==> src/rtl/demux_writer.sv <==
// Write-side demux: queues {sel, data} requests in an in-order FIFO and drains
// each one into destination register A..D once that destination is ready.
module demux_writer #(
  parameter int DEPTH = 2
) (
  input  logic       clk,
  input  logic       rst,
  input  logic       in_valid,
  output logic       in_ready,
  input  logic [1:0] in_sel,
  input  logic [7:0] in_data,
  input  logic [3:0] dest_ready,
  output logic [3:0] load,
  output logic [7:0] A_q,
  output logic [7:0] B_q,
  output logic [7:0] C_q,
  output logic [7:0] D_q,
  output logic [2:0] pend_cnt
);

  localparam logic [1:0] LAST_PTR  = 2'(DEPTH - 1);
  localparam logic [2:0] DEPTH_CNT = 3'(DEPTH);

  // Storage is sized for the largest legal DEPTH; pointers wrap at DEPTH.
  logic [9:0] fifo_q [4];
  logic [7:0] dest_q [4];
  logic [1:0] wr_ptr_q, wr_ptr_d;
  logic [1:0] rd_ptr_q, rd_ptr_d;
  logic [2:0] cnt_q, cnt_d;
  logic [3:0] load_q, load_d;

  logic       push, pop;
  logic [1:0] head_sel;
  logic [7:0] head_data;

  function automatic logic [1:0] ptr_inc(input logic [1:0] p);
    return (p == LAST_PTR) ? 2'd0 : p + 2'd1;
  endfunction

  assign head_sel  = fifo_q[rd_ptr_q][9:8];
  assign head_data = fifo_q[rd_ptr_q][7:0];

  // Full blocks acceptance even when the head pops on the same edge.
  assign in_ready = ~rst & (cnt_q < DEPTH_CNT);
  assign push     = in_valid & in_ready;
  assign pop      = (cnt_q != 3'd0) & dest_ready[head_sel];

  always_comb begin
    wr_ptr_d = wr_ptr_q;
    rd_ptr_d = rd_ptr_q;
    cnt_d    = cnt_q;
    load_d   = 4'b0000;
    if (push) wr_ptr_d = ptr_inc(wr_ptr_q);
    if (pop) begin
      rd_ptr_d = ptr_inc(rd_ptr_q);
      load_d   = 4'b0001 << head_sel;
    end
    case ({push, pop})
      2'b10:   cnt_d = cnt_q + 3'd1;
      2'b01:   cnt_d = cnt_q - 3'd1;
      default: cnt_d = cnt_q;
    endcase
  end

  always_ff @(posedge clk or posedge rst) begin
    if (rst) begin
      wr_ptr_q <= 2'd0;
      rd_ptr_q <= 2'd0;
      cnt_q    <= 3'd0;
      load_q   <= 4'b0000;
      for (int i = 0; i < 4; i++) begin
        fifo_q[i] <= 10'd0;
        dest_q[i] <= 8'h00;
      end
    end else begin
      wr_ptr_q <= wr_ptr_d;
      rd_ptr_q <= rd_ptr_d;
      cnt_q    <= cnt_d;
      load_q   <= load_d;
      if (push) fifo_q[wr_ptr_q] <= {in_sel, in_data};
      if (pop) dest_q[head_sel] <= head_data;
    end
  end

  assign load     = load_q;
  assign pend_cnt = cnt_q;
  assign A_q      = dest_q[0];
  assign B_q      = dest_q[1];
  assign C_q      = dest_q[2];
  assign D_q      = dest_q[3];

endmodule

==> config.mk <==
export PLATFORM = sky130hd
export DESIGN_NAME = demux_writer
export DESIGN_NICKNAME = d
export VERILOG_FILES = /design/src/rtl/demux_writer.sv
export SDC_FILE = /design/constraint.sdc
export NUM_CORES = 1
export LEC_CHECK = 0
export ABC_AREA = 1
export BUFFER_PORTS_ARGS = -buffer_cell sky130_fd_sc_hd__buf_2
export CAP_MARGIN = 20
export CORE_MARGIN = 2
export CORE_UTILIZATION = 45
export CTS_CLUSTER_SIZE = 25
export DETAILED_ROUTE_END_ITERATION = 8
export PLACE_DENSITY_LB_ADDON = 0.2
export SLEW_MARGIN = 15
export SYNTH_ARGS = -nofsm -noshare
export SYNTH_HDL_FRONTEND = slang
export SYNTH_SLANG_ARGS = --single-unit
==> constraint.sdc <==
create_clock -name clk -period 5 [get_ports clk]
set_input_delay 0.25 -clock clk [delete_from_list [all_inputs] [get_ports clk]]
set_output_delay 0.25 -clock clk [all_outputs]
set_load 0.02 [all_outputs]
# Word-level counts from Yosys, hierarchy flattened
# Index checks and enable logic that the tools add are counted.
# classes
addsub,4
magnitude_cmp,7
n_eq_ne,4
shift,1
n_mux,15
bitwise_logic,7
n_reduce_logical,4
# ops
cell,count
$bwmux 40,1
$bwmux 32,1
$mux 10,3
$bmux 10 s2,1
$demux 10 s2,1
$demux 8 s2,1
$ge 3x3->1 const B,3
$not 2->3,3
$mux 8,1
$eq 2x1->1 const B,3
$lt 3x1->1 const B,2
$pmux 3 s2,1
$add 2x1->2 const B,2
$mux 2,2
$mux 4,1
$shl 1x2->4 const A,1
$add 3x1->3 const B,1
$and 1x1->1,3
$lt 2x3->1 const B,1
$lt 3x2->1 const B,1
$reduce_bool 3->1,1
$sub 3x1->3 const B,1
$bmux 1 s2,1
$eq 2x2->1 const B,1
other kinds (4),5
# word_totals
register_bits,83
in_bits,17

# Longest topological paths before layout
# Gate-level depths: netlist of run 1.
# depth
word_depth,10
ltp_mapped,17

# Worst setup path after synthesis of run 1
# OpenSTA, ideal clock, no wires.
# synth_timing
kind,reg2reg
start,register rd_ptr_q[0]
end,"register cnt_q[2], in the netlist pend_cnt[2]"
arrival_time_ns,2.189
required_time_ns,4.869
slack_ns,2.680
stages_incl_launch_ff,18
path_buffers,2
synth_period_minus_slack_ns,2.320
path_cell_list,dfrtp_1 > buf_6 > nand2_2 > nand3_2 > nand2_4 > nand2_2 > nand2_1 > nand2_2 > nand2_4 > buf_12 > nand2_1 > inv_1 > ha_1 > inv_1 > fa_1 > a21oi_1 > o21ai_0 > xor2_1
# synth_via
elab_chain_len,9
# synth_lines
item,line,rtl
from (decl),28,"logic [1:0] rd_ptr_q, rd_ptr_d;"
from (signal assigned),77,rd_ptr_q <= rd_ptr_d;
$not 2->3 (implied by the code) *,40,assign head_sel = fifo_q[rd_ptr_q][9:8];
$bmux 10 s2 *,40,
$mux 10 * (2 in a row),n/a,
$bmux 1 s2 *,46,assign pop = (cnt_q != 3'd0) & dest_ready[head_sel];
$mux 1 (implied by the code) *,46,
$and 1x1->1 *,46,
named net pop,32,"logic push, pop;"
$eq 2x1->1 / $eq 2x2->1 (equally long branches),58,"case ({push, pop})"
$pmux 3 s2 / $reduce_bool 2->1 (equally long branches),n/a,
to (signal assigned),78,cnt_q <= cnt_d;
to (decl),29,"logic [2:0] cnt_q, cnt_d;"
# Mark *: on every way through the listed nets, which the timed path passes. The rest lies on a longest branch. The select of a mux whose other input is x is not followed.
# A chain may end at the register's enable or synchronous reset.

# Final worst setup path of run 1
# Ends and elaborated chain as after synthesis.

==> results_dict.tcl, run 1 <==
set metrics [dict create \
    post_cts_buffers 0 \
    p_per_area_nw_per_um2 721.0 \
    worstHoldPathType "in -> async" \
    synth-edff-count 0 \
    core_area_um2 7807 \
    fin_skew_ns 0.01349 \
    die_w_um 94.28 \
    cts_root_buf "clkbuf_8" \
    grt_max_degree 55 \
    maxCapViolCount 0 \
    critical_path.max_stage_delay_ns 0.78 \
    io_buffers 56 \
    synth_ff_type "dfrtp_1" \
    synth_fp_nets 424 \
    postCtsHoldBufs 0 \
    peakVddDrop_uv 278.5 \
    fin_crit_ns 3.308 \
    path_buf_inv 3 \
    die_y_um 94.28 \
    period_share 0.6615 \
    synth_most_common_cell "nand2_1" \
    rsz0062_at_grt "false" \
    drive_gt1_frac 0.2109 \
    hpwlAfterDp_um 5484 \
    yosysWarnings 0 \
    antenna_found_initial 0 \
    ys_ff_latch 83 \
    dp_cells 546 \
    die-area_um2 8888 \
    grt_pass1_wl_um 13460 \
    pwr-share-comb 0.444 \
    cts-buffers-inserted 9 \
    start_util 0.4697 \
    yosysUniqueCellTypes 28 \
    drc 0 \
    power_mw 3.035 \
    nNetsFinal 474 \
    drt_iter0_markers 145 \
    clockPowerShare 0.177 \
    syn_area_um2 3667 \
    wl_um 8030 \
    core.rowCount 32 \
    gp_congestion 0.7521 \
    timing.slew.headroom 0.3939 \
    grt_pass1_vias 2715 \
    critPathSlowestCell "dfrtp_1" \
    swShare 0.4448 \
    worstPathRequired_ns 5.24 \
    cellInternalPower_mw 1.685 \
    grt_usage 0.1967 \
    io_pins 57 \
    syn-instance-count 405 \
    async_reset_ff_frac 1.000 \
    cp-end-kind "flop" \
    cts.path.max_buffers 2 \
    yosysSeqAreaShare 0.5664 \
    crit_path_cell_trace "inv_2, nand2_1, nand3_2, nand2_4, nand2_1, nand2_1, nand2_2, nand2_4, nand2_1, inv_1, ha_1, inv_1, fa_1, a21oi_1, o21ai_0, xor2_1" \
    synthTopCellsByCount "nand2_1 (106), dfrtp_1 (83), o21ai_0 (42)" \
    start_kind "flop" \
    routed_via_density 5.192 \
    tightest_slew_ns 0.9091 \
    first_pass_iters 5 \
    final_antenna_net_count 0 \
    finalSetupViolCount 0 \
    synth_area_leaders "dfrtp_1 (57%), nand2_1 (11%), o21ai_0 (5.7%), nand4_1 (5.5%), nor2_1 (3.7%)" \
    clk_pin_slew_worst_paths_ns 0.09 \
    finalSetupTns_ns 0 \
    syn_avg_cell_area_um2 9.055 \
    fmax_mhz 302.3 \
    num_antenna_cells 0 \
    netlist.top_cell.by_area "dfrtp_1" \
    drv_slew 0 \
    p_leak_nw 2.176 \
    cts_tree "done" \
    syn_to_final_growth_pct 14.77 \
    switching_power_mw 1.350 \
    arrival_ns 3.55 \
    vias 2918 \
    crit_path_max_fanout 39 \
    post_drt_wl_per_cell_um 14.29 \
    cts-htree-levels 3 \
    status "complete, no violations" \
    grt_overflow 0 \
    cts-resized-gates 0 \
    yosysTopAreaCellShare 0.5664 \
    seq_power_share 0.379 \
    layoutNonFillerInstCount 562 \
    hold_viol 0 \
    cts.sinks 83 \
    crit_top_cell "nand2_1" \
    critPathKind "reg -> reg" \
    critPathTopFamily "simple AND/OR/NAND/NOR gates" \
    insertion_delay_ns 0.35 \
    hold_ws_ns 0.06314 \
]
-- area by class of cell --
class / count / area (um^2)
clock buffer: 12 / 155.1
clock inverter: 4 / 72.57
fill: 757 / 3598
inverter: 29 / 110.1
multi-input combinational: 272 / 1356
sequential: 83 / 2077
tap: 102 / 127.6
timing repair buffer: 60 / 310.3
-- cells in the final DEF (no fill, tap or decap), types with 2 or more instances in the layout --
cell	netlist	final
clkbuf_8	0	11
nor2_2	3	3
inv_2	3	3
clkinv_2	0	2
nand2_1	106	106
nand3_2	2	2
bufinv_16	0	2
buf_2	9	56
nand3_1	7	7
a21oi_1	21	21
nand2_4	2	2
dfrtp_1	83	83
inv_1	25	24
nand2_2	5	5
nand3_4	4	4
nor2_1	36	36
o22ai_1	6	6
buf_4	0	4
o21ai_0	42	42
nand4_1	32	32
-- metrics by stage --
step / cell area, um^2 / setup slack (ns) / util
2_1_floorplan: 3667 / 2.613 / -
3_3_place_gp: 3980 / 1.858 / 0.5098
3_5_place_dp: 3980 / 1.698 / 0.5098
4_1_cts: 4208 / 1.696 / 0.5389
5_1_grt: 4209 / 1.318 / 0.5391
6_report: 4209 / 1.692 / 0.5391
-- logic make-up (layout without fill, tap and decap cells) --
| kind of cell | after synthesis | in the layout | synth area share |
|---|---|---|---|
| compound gates | 70 | 70 | 0.09962 |
| buf+inv | 50 | 105 | 0.06380 |
| fa+ha+maj | 2 | 2 | 0.008870 |
| flops | 83 | 83 | 0.5664 |
| simple gates | 198 | 198 | 0.2566 |
| xor+xnor | 2 | 2 | 0.004777 |
-- power groups by stage --
stage | registers [mW] | clock network (mW) | logic [mW]
2_1_floorplan | 1.28 | 0 | 0.920
3_3_place_gp | 1.16 | 0 | 1.31
3_5_place_dp | 1.16 | 0 | 1.35
4_1_cts | 1.15 | 0.553 | 1.36
5_1_grt | 1.19 | 0.581 | 1.52
6_report | 1.15 | 0.538 | 1.35
-- path summary, 6_finish.rpt --
kind                             start     endpoint  slack (ns)  cells past startpoint
min reg2reg                     C_q[4]       C_q[4]        0.47                      2
max                        rd_ptr_q[0]  pend_cnt[2]        1.69                     16
min                                rst  pend_cnt[0]        0.06                      2
max in group asynchronous          rst       D_q[3]        4.03                      3
min in group clk            in_data[1]   fifo_q[11]        0.13                      3
max reg2reg                rd_ptr_q[0]  pend_cnt[2]        1.69                     16
-- flip-flops by register name, summed over array words and instances, names as in the netlist --
name / flops
fifo_q: 40
A_q: 8
B_q: 8
C_q: 8
D_q: 8
load: 4
pend_cnt: 3
rd_ptr_q: 2
wr_ptr_q: 2
-- worst reg2reg max path, cell delays in order (launching register included) --
cell and delay, ns:
dfrtp_1 0.78, inv_2 0.32, nand2_1 0.15, nand3_2 0.11, nand2_4 0.13, nand2_1 0.06, nand2_1 0.07, nand2_2 0.06
nand2_4 0.33, nand2_1 0.15, inv_1 0.08, ha_1 0.13, inv_1 0.06, fa_1 0.38, a21oi_1 0.14, o21ai_0 0.10
xor2_1 0.15
-- routing by layer --
layer  wire (um)  vias up  track usage
met3         396       16      0.04815
li1            -     1441            -
met4         158        0      0.06401
met5           0        -            0
met2        3774       86       0.2988
met1        3700     1375       0.2772
Power figures use the tool's default switching activity.
==> run 2, diff against run 1 <==
clock period = 2.8 ns   (was 5 ns; I/O delays follow)
==> run 2 against run 1 <==
- worst hold slack worse by 0.047 ns
- via count shrank 0.82%
- sequential cell count unchanged
- power up 83%
- clock power up 93%
- count of clock-buffer cells in the layout stayed put
- critical path depth is 1 lower
- highest routed layer unchanged
==> results_dict.tcl, run 2 (synthesized netlist as in run 1, its figures left out) <==
set metrics [dict create \
    status "complete, no violations" \
    die_y_um 94.28 \
    crit_top_cell "nand2_1" \
    cts-resized-gates 0 \
    post_cts_buffers 0 \
    regMostFlops "fifo_q" \
    final_cell_mix "nand2_1 (106), dfrtp_1 (83), buf_2 (56)" \
    cts-htree-levels 3 \
    fin_ws_ns 0.3255 \
    io_buffers 56 \
    drv_slew 0 \
    die-area_um2 8888 \
    arrival_ns 2.71 \
    syn_to_final_growth_pct 16.38 \
    period_share 0.8837 \
    worstHoldStart "in_data[1]" \
    worstHoldPathType "in -> reg" \
    grt_overflow 0 \
    crit_path_cell_trace "inv_2, nand3_2, nand2_4, nand2_1, nand2_1, nand2_2, nand2_4, nand2_1, inv_1, ha_1, inv_1, fa_1, a21oi_1, o21ai_0, xor2_1" \
    timing.slew.headroom 0.4395 \
    fillCellCount 746 \
    critPathSlowestCell "dfrtp_1" \
    maxCapViolCount 0 \
    start_kind "flop" \
    core_area_um2 7807 \
    cp-end-kind "flop" \
    fin_skew_ns 0.01086 \
    largest_reg_flops 40 \
    finalSetupTns_ns 0 \
    antenna_found_initial 0 \
    cts.path.max_buffers 2 \
    final_common_cell "nand2_1" \
    worstPathRequired_ns 3.04 \
    cts.sinks 83 \
    hold_ws_ns 0.01626 \
    start_util 0.4697 \
    pre_cts_ws_ns 0.3559 \
    post_drt_wl_per_cell_um 14.16 \
    grt_pass1_wl_um 13400 \
    crit_path_max_fanout 13 \
    die_w_um 94.28 \
    critical_path.max_stage_delay_ns 0.50 \
    cts-buffers-inserted 9 \
    hpwlAfterDp_um 5544 \
    holdPathEnd "fifo_q[11]" \
    p_leak_nw 2.204 \
    r2r_end "pend_cnt[2]" \
    r2r-start "rd_ptr_q[1]" \
    critPathKind "reg -> reg" \
    cts_tree "done" \
    nNetsFinal 478 \
    clk_pin_slew_worst_paths_ns 0.08 \
    cts_root_buf "clkbuf_8" \
    io_pins 57 \
    hold_viol 0 \
    grt_max_degree 45 \
    first_pass_iters 4 \
    wl_um 8015 \
    gp_congestion 0.8360 \
    fmax_mhz 404.1 \
    finalSetupViolCount 0 \
    core.rowCount 32 \
    final_antenna_net_count 0 \
    rsz0062_at_grt "false" \
    grt_pass1_vias 2689 \
    postCtsHoldBufs 1 \
    fin_crit_ns 2.474 \
    r2r_cells 15 \
    holdPathStages 3 \
    p_per_area_nw_per_um2 1301 \
    grt_usage 0.1981 \
    drc 0 \
    routed_via_density 5.113 \
    peakVddDrop_uv 446.7 \
    tightest_slew_ns 0.8395 \
    num_antenna_cells 0 \
    drt_iter0_markers 127 \
    insertion_delay_ns 0.35 \
    drive_gt1_frac 0.2134 \
    vias 2894 \
    regToRegSetupSlack_ns 0.33 \
]
## run 2: worst max-delay path, delay by kind of cell (launching register included)
kind / cells / cell delay, ns
DFF: 1 / 0.50
adders and majority gates: 2 / 0.51
buffers and inverters: 3 / 0.35
AOI/OAI and AO/OA: 2 / 0.26
xor gates and xnor gates: 1 / 0.15
and+or+nand+nor: 7 / 0.58
## run 2: per-layer routing
metal | wire length [um] | part of all wire | vias to the layer above | global-route usage
met5 | 0 | 0 | - | 0
met4 | 96 | 0.012 | 0 | 0.07246
met3 | 490 | 0.061 | 9 | 0.03933
met2 | 3898 | 0.49 | 77 | 0.3256
met1 | 3530 | 0.44 | 1363 | 0.2601
li1 | - | - | 1445 | -
## run 2: metrics by stage
stage / instances / instance area (um^2) / util / power (mW)
after global routing: 566 / 4268 / 0.5466 / 6.002
final: 566 / 4268 / 0.5466 / 5.552
after global placement: 549 / 4015 / 0.5143 / 4.474
after detailed placement: 549 / 4015 / 0.5143 / 4.549
after floorplan: 405 / 3667 / - / 3.924
after CTS: 566 / 4268 / 0.5466 / 5.602
## run 2: how the worst max path moves through the flow
| stage | cells after the start | to | from | slack, ns |
|---|---|---|---|---|
| after global placement | 15 | pend_cnt[2] | rd_ptr_q[1] | 0.42 |
| final | 15 | pend_cnt[2] | rd_ptr_q[1] | 0.33 |
| after global routing | 15 | pend_cnt[2] | rd_ptr_q[1] | 0.07 |
| after floorplan | 17 | pend_cnt[2] | rd_ptr_q[0] | 0.48 |
| after detailed placement | 15 | pend_cnt[2] | rd_ptr_q[1] | 0.36 |
| after CTS | 15 | pend_cnt[2] | rd_ptr_q[1] | 0.32 |
## run 2: area by class of cell
class | count | area (um^2) | share of cell area
well taps | 102 | 127.6 | 0.02990
clock buffers | 12 | 145.1 | 0.03401
inverters | 29 | 108.9 | 0.02551
flip-flops and latches | 83 | 2077 | 0.4867
multi-input cells | 272 | 1356 | 0.3178
clock inverters | 4 | 97.59 | 0.02287
repair buffers | 64 | 355.3 | 0.08326
## run 2: power breakdown
group / leakage (nW) / switching (mW) / internal, mW / total (mW)
Clock: 0.117 / 0.422 / 0.618 / 1.04
Combinational: 1.05 / 1.72 / 0.772 / 2.49
Sequential: 1.04 / 0.297 / 1.73 / 2.03
==> run 3, diff against run 2 <==
BUFFER_PORTS_ARGS = -buffer_cell sky130_fd_sc_hd__buf_4   (was -buffer_cell sky130_fd_sc_hd__buf_2)
==> run 3 against run 2 <==
- count of clock-buffer cells in the layout down 3
- worst hold slack lost 0.0061 ns
- final cell count increased by 0.18%
- sequential share of layout area down 1.4 points
- routed wire length rose by 3.2%
- global-route usage rose by 0.23 points
==> results_dict.tcl, run 3 (synthesized netlist as in run 1, its figures left out) <==
set metrics [dict create \
    status "complete, no violations" \
    grt_pass1_wl_um 13630 \
    finalSetupViolCount 0 \
    grt_max_degree 44 \
    grt_usage 0.2003 \
    critPathTopFamily "simple AND/OR/NAND/NOR gates" \
    cp-end-kind "flop" \
    p_leak_nw 2.233 \
    cellInternalPower_mw 3.150 \
    post_cts_buffers 0 \
    fin_skew_ns 0.009057 \
    drv_slew 0 \
    fin_crit_ns 2.573 \
    worstHoldPathType "in -> reg" \
    clockPowerShare 0.175 \
    r2r-start "rd_ptr_q[1]" \
    worstPathRequired_ns 3.04 \
    io_buffers 56 \
    core_area_um2 7807 \
    core.rowCount 32 \
    final_antenna_net_count 0 \
    crit_path_cell_trace "inv_2, nand3_2, nand2_4, nand2_1, nand2_1, nand2_2, nand2_4, nand2_1, inv_1, ha_1, inv_1, fa_1, a21oi_1, o21ai_0, xor2_1" \
    cts_tree "done" \
    regMostFlops "fifo_q" \
    r2r_end "pend_cnt[2]" \
    cts_root_buf "clkbuf_8" \
    switching_power_mw 2.506 \
    arrival_ns 2.81 \
    largest_reg_flops 40 \
    antenna_found_initial 0 \
    tightest_slew_ns 0.7490 \
    cts.path.max_buffers 2 \
    postCtsHoldBufs 2 \
    post_drt_wl_per_cell_um 14.59 \
    path_buf_inv 3 \
    die_y_um 94.28 \
    hpwlAfterDp_um 5747 \
    cts-buffers-inserted 9 \
    cts-resized-gates 0 \
    cts.sinks 83 \
    seq_power_share 0.361 \
    period_share 0.9189 \
    detailed_place.area_um2 4144 \
    routed_via_density 5.168 \
    insertion_delay_ns 0.36 \
    crit_path_max_fanout 13 \
    swShare 0.4431 \
    drc 0 \
    critPathKind "reg -> reg" \
    critical_path.max_stage_delay_ns 0.50 \
    gp_congestion 0.8459 \
    r2r_cells 15 \
    grt_pass1_vias 2777 \
    io_pins 57 \
    finalSetupTns_ns 0 \
    wl_um 8273 \
    start_util 0.4697 \
    final_cell_mix "nand2_1 (106), dfrtp_1 (83), buf_4 (63)" \
    vias 2930 \
    nNetsFinal 479 \
    drt_iter0_markers 124 \
    design_area_um2 4392 \
    regToRegSetupSlack_ns 0.23 \
    path_depth 15 \
    crit_top_cell "nand2_1" \
    fmax_mhz 388.7 \
    syn_to_final_growth_pct 19.75 \
    start_kind "flop" \
    clk_pin_slew_worst_paths_ns 0.09 \
    drive_gt1_frac 0.2172 \
    setup.worst_path.start "rd_ptr_q[1]" \
    final_common_cell "nand2_1" \
    die-area_um2 8888 \
    grt_overflow 0 \
    seq_area_um2 2077 \
    p_per_area_nw_per_um2 1288 \
    timing.slew.headroom 0.5007 \
    rsz0062_at_grt "false" \
    die_w_um 94.28 \
    pwr-share-comb 0.464 \
    multi_input_area_um2 1356 \
    maxCapViolCount 0 \
    hold_viol 0 \
    cts-htree-levels 3 \
    fillCellCount 735 \
    first_pass_iters 5 \
    critPathSlowestCell "dfrtp_1" \
    peakVddDrop_uv 497.6 \
    num_antenna_cells 0 \
    crit_path_end "pend_cnt[2]" \
]
-- run 3: worst min path at each step --
stage	from	slack [ns]	endpoint	depth (start not counted)
2_1_floorplan	in_data[0]	0.26	fifo_q[10]	2
3_3_place_gp	rst	0.30	A_q[3]	2
3_5_place_dp	rst	0.30	A_q[3]	2
4_1_cts	in_data[0]	0.007	fifo_q[10]	3
5_1_grt	in_data[0]	0.04	fifo_q[10]	3
6_report	in_data[0]	0.01	fifo_q[10]	3
-- run 3: stage by stage --
step / hold WS (ns) / worst slack (ns) / power, mW / util / instances
after floorplan: 0.2610 / 0.4799 / 3.924 / - / 405
after global routing: 0.03519 / 0.007811 / 6.094 / 0.5625 / 567
after CTS: 0.007386 / 0.2336 / 5.707 / 0.5625 / 567
final: 0.01018 / 0.2271 / 5.656 / 0.5625 / 567
after detailed placement: 0.3040 / 0.2628 / 4.714 / 0.5308 / 549
after global placement: 0.3010 / 0.4200 / 4.618 / 0.5308 / 549
-- run 3: worst reg2reg max path, stage by stage (launching register included) --
cell     delay (ns)
dfrtp_1        0.50
inv_2          0.24
nand3_2        0.16
nand2_4        0.13
nand2_1        0.07
nand2_1        0.07
nand2_2        0.06
nand2_4        0.05
nand2_1        0.07
inv_1          0.07
ha_1           0.13
inv_1          0.07
fa_1           0.40
a21oi_1        0.18
o21ai_0        0.12
xor2_1         0.16
-- run 3: cell type report --
| cell class | instances | area share |
|---|---|---|
| inverters | 29 | 0.02507 |
| flip-flops and latches | 83 | 0.4729 |
| clock buffers | 9 | 0.02821 |
| multi-input cells | 272 | 0.3088 |
| repair buffers | 65 | 0.1123 |
| clock inverters | 7 | 0.02365 |
| well taps | 102 | 0.02906 |
-- run 3: power by group through the flow --
stage	Combinational (mW)	Clock, mW	Sequential (mW)
3_5_place_dp	2.64	0	2.07
4_1_cts	2.65	1.01	2.05
6_report	2.62	0.988	2.04
2_1_floorplan	1.64	0	2.28
3_3_place_gp	2.56	0	2.05
5_1_grt	2.93	1.06	2.11
-- run 3: per-layer routing --
metal  wire, um  vias to the layer above  global-route usage
met4        106                        0             0.07729
met3        404                        8             0.03852
met1       3698                     1397              0.2712
li1           -                     1459                   -
met5          0                        -                   0
met2       4063                       66              0.3190
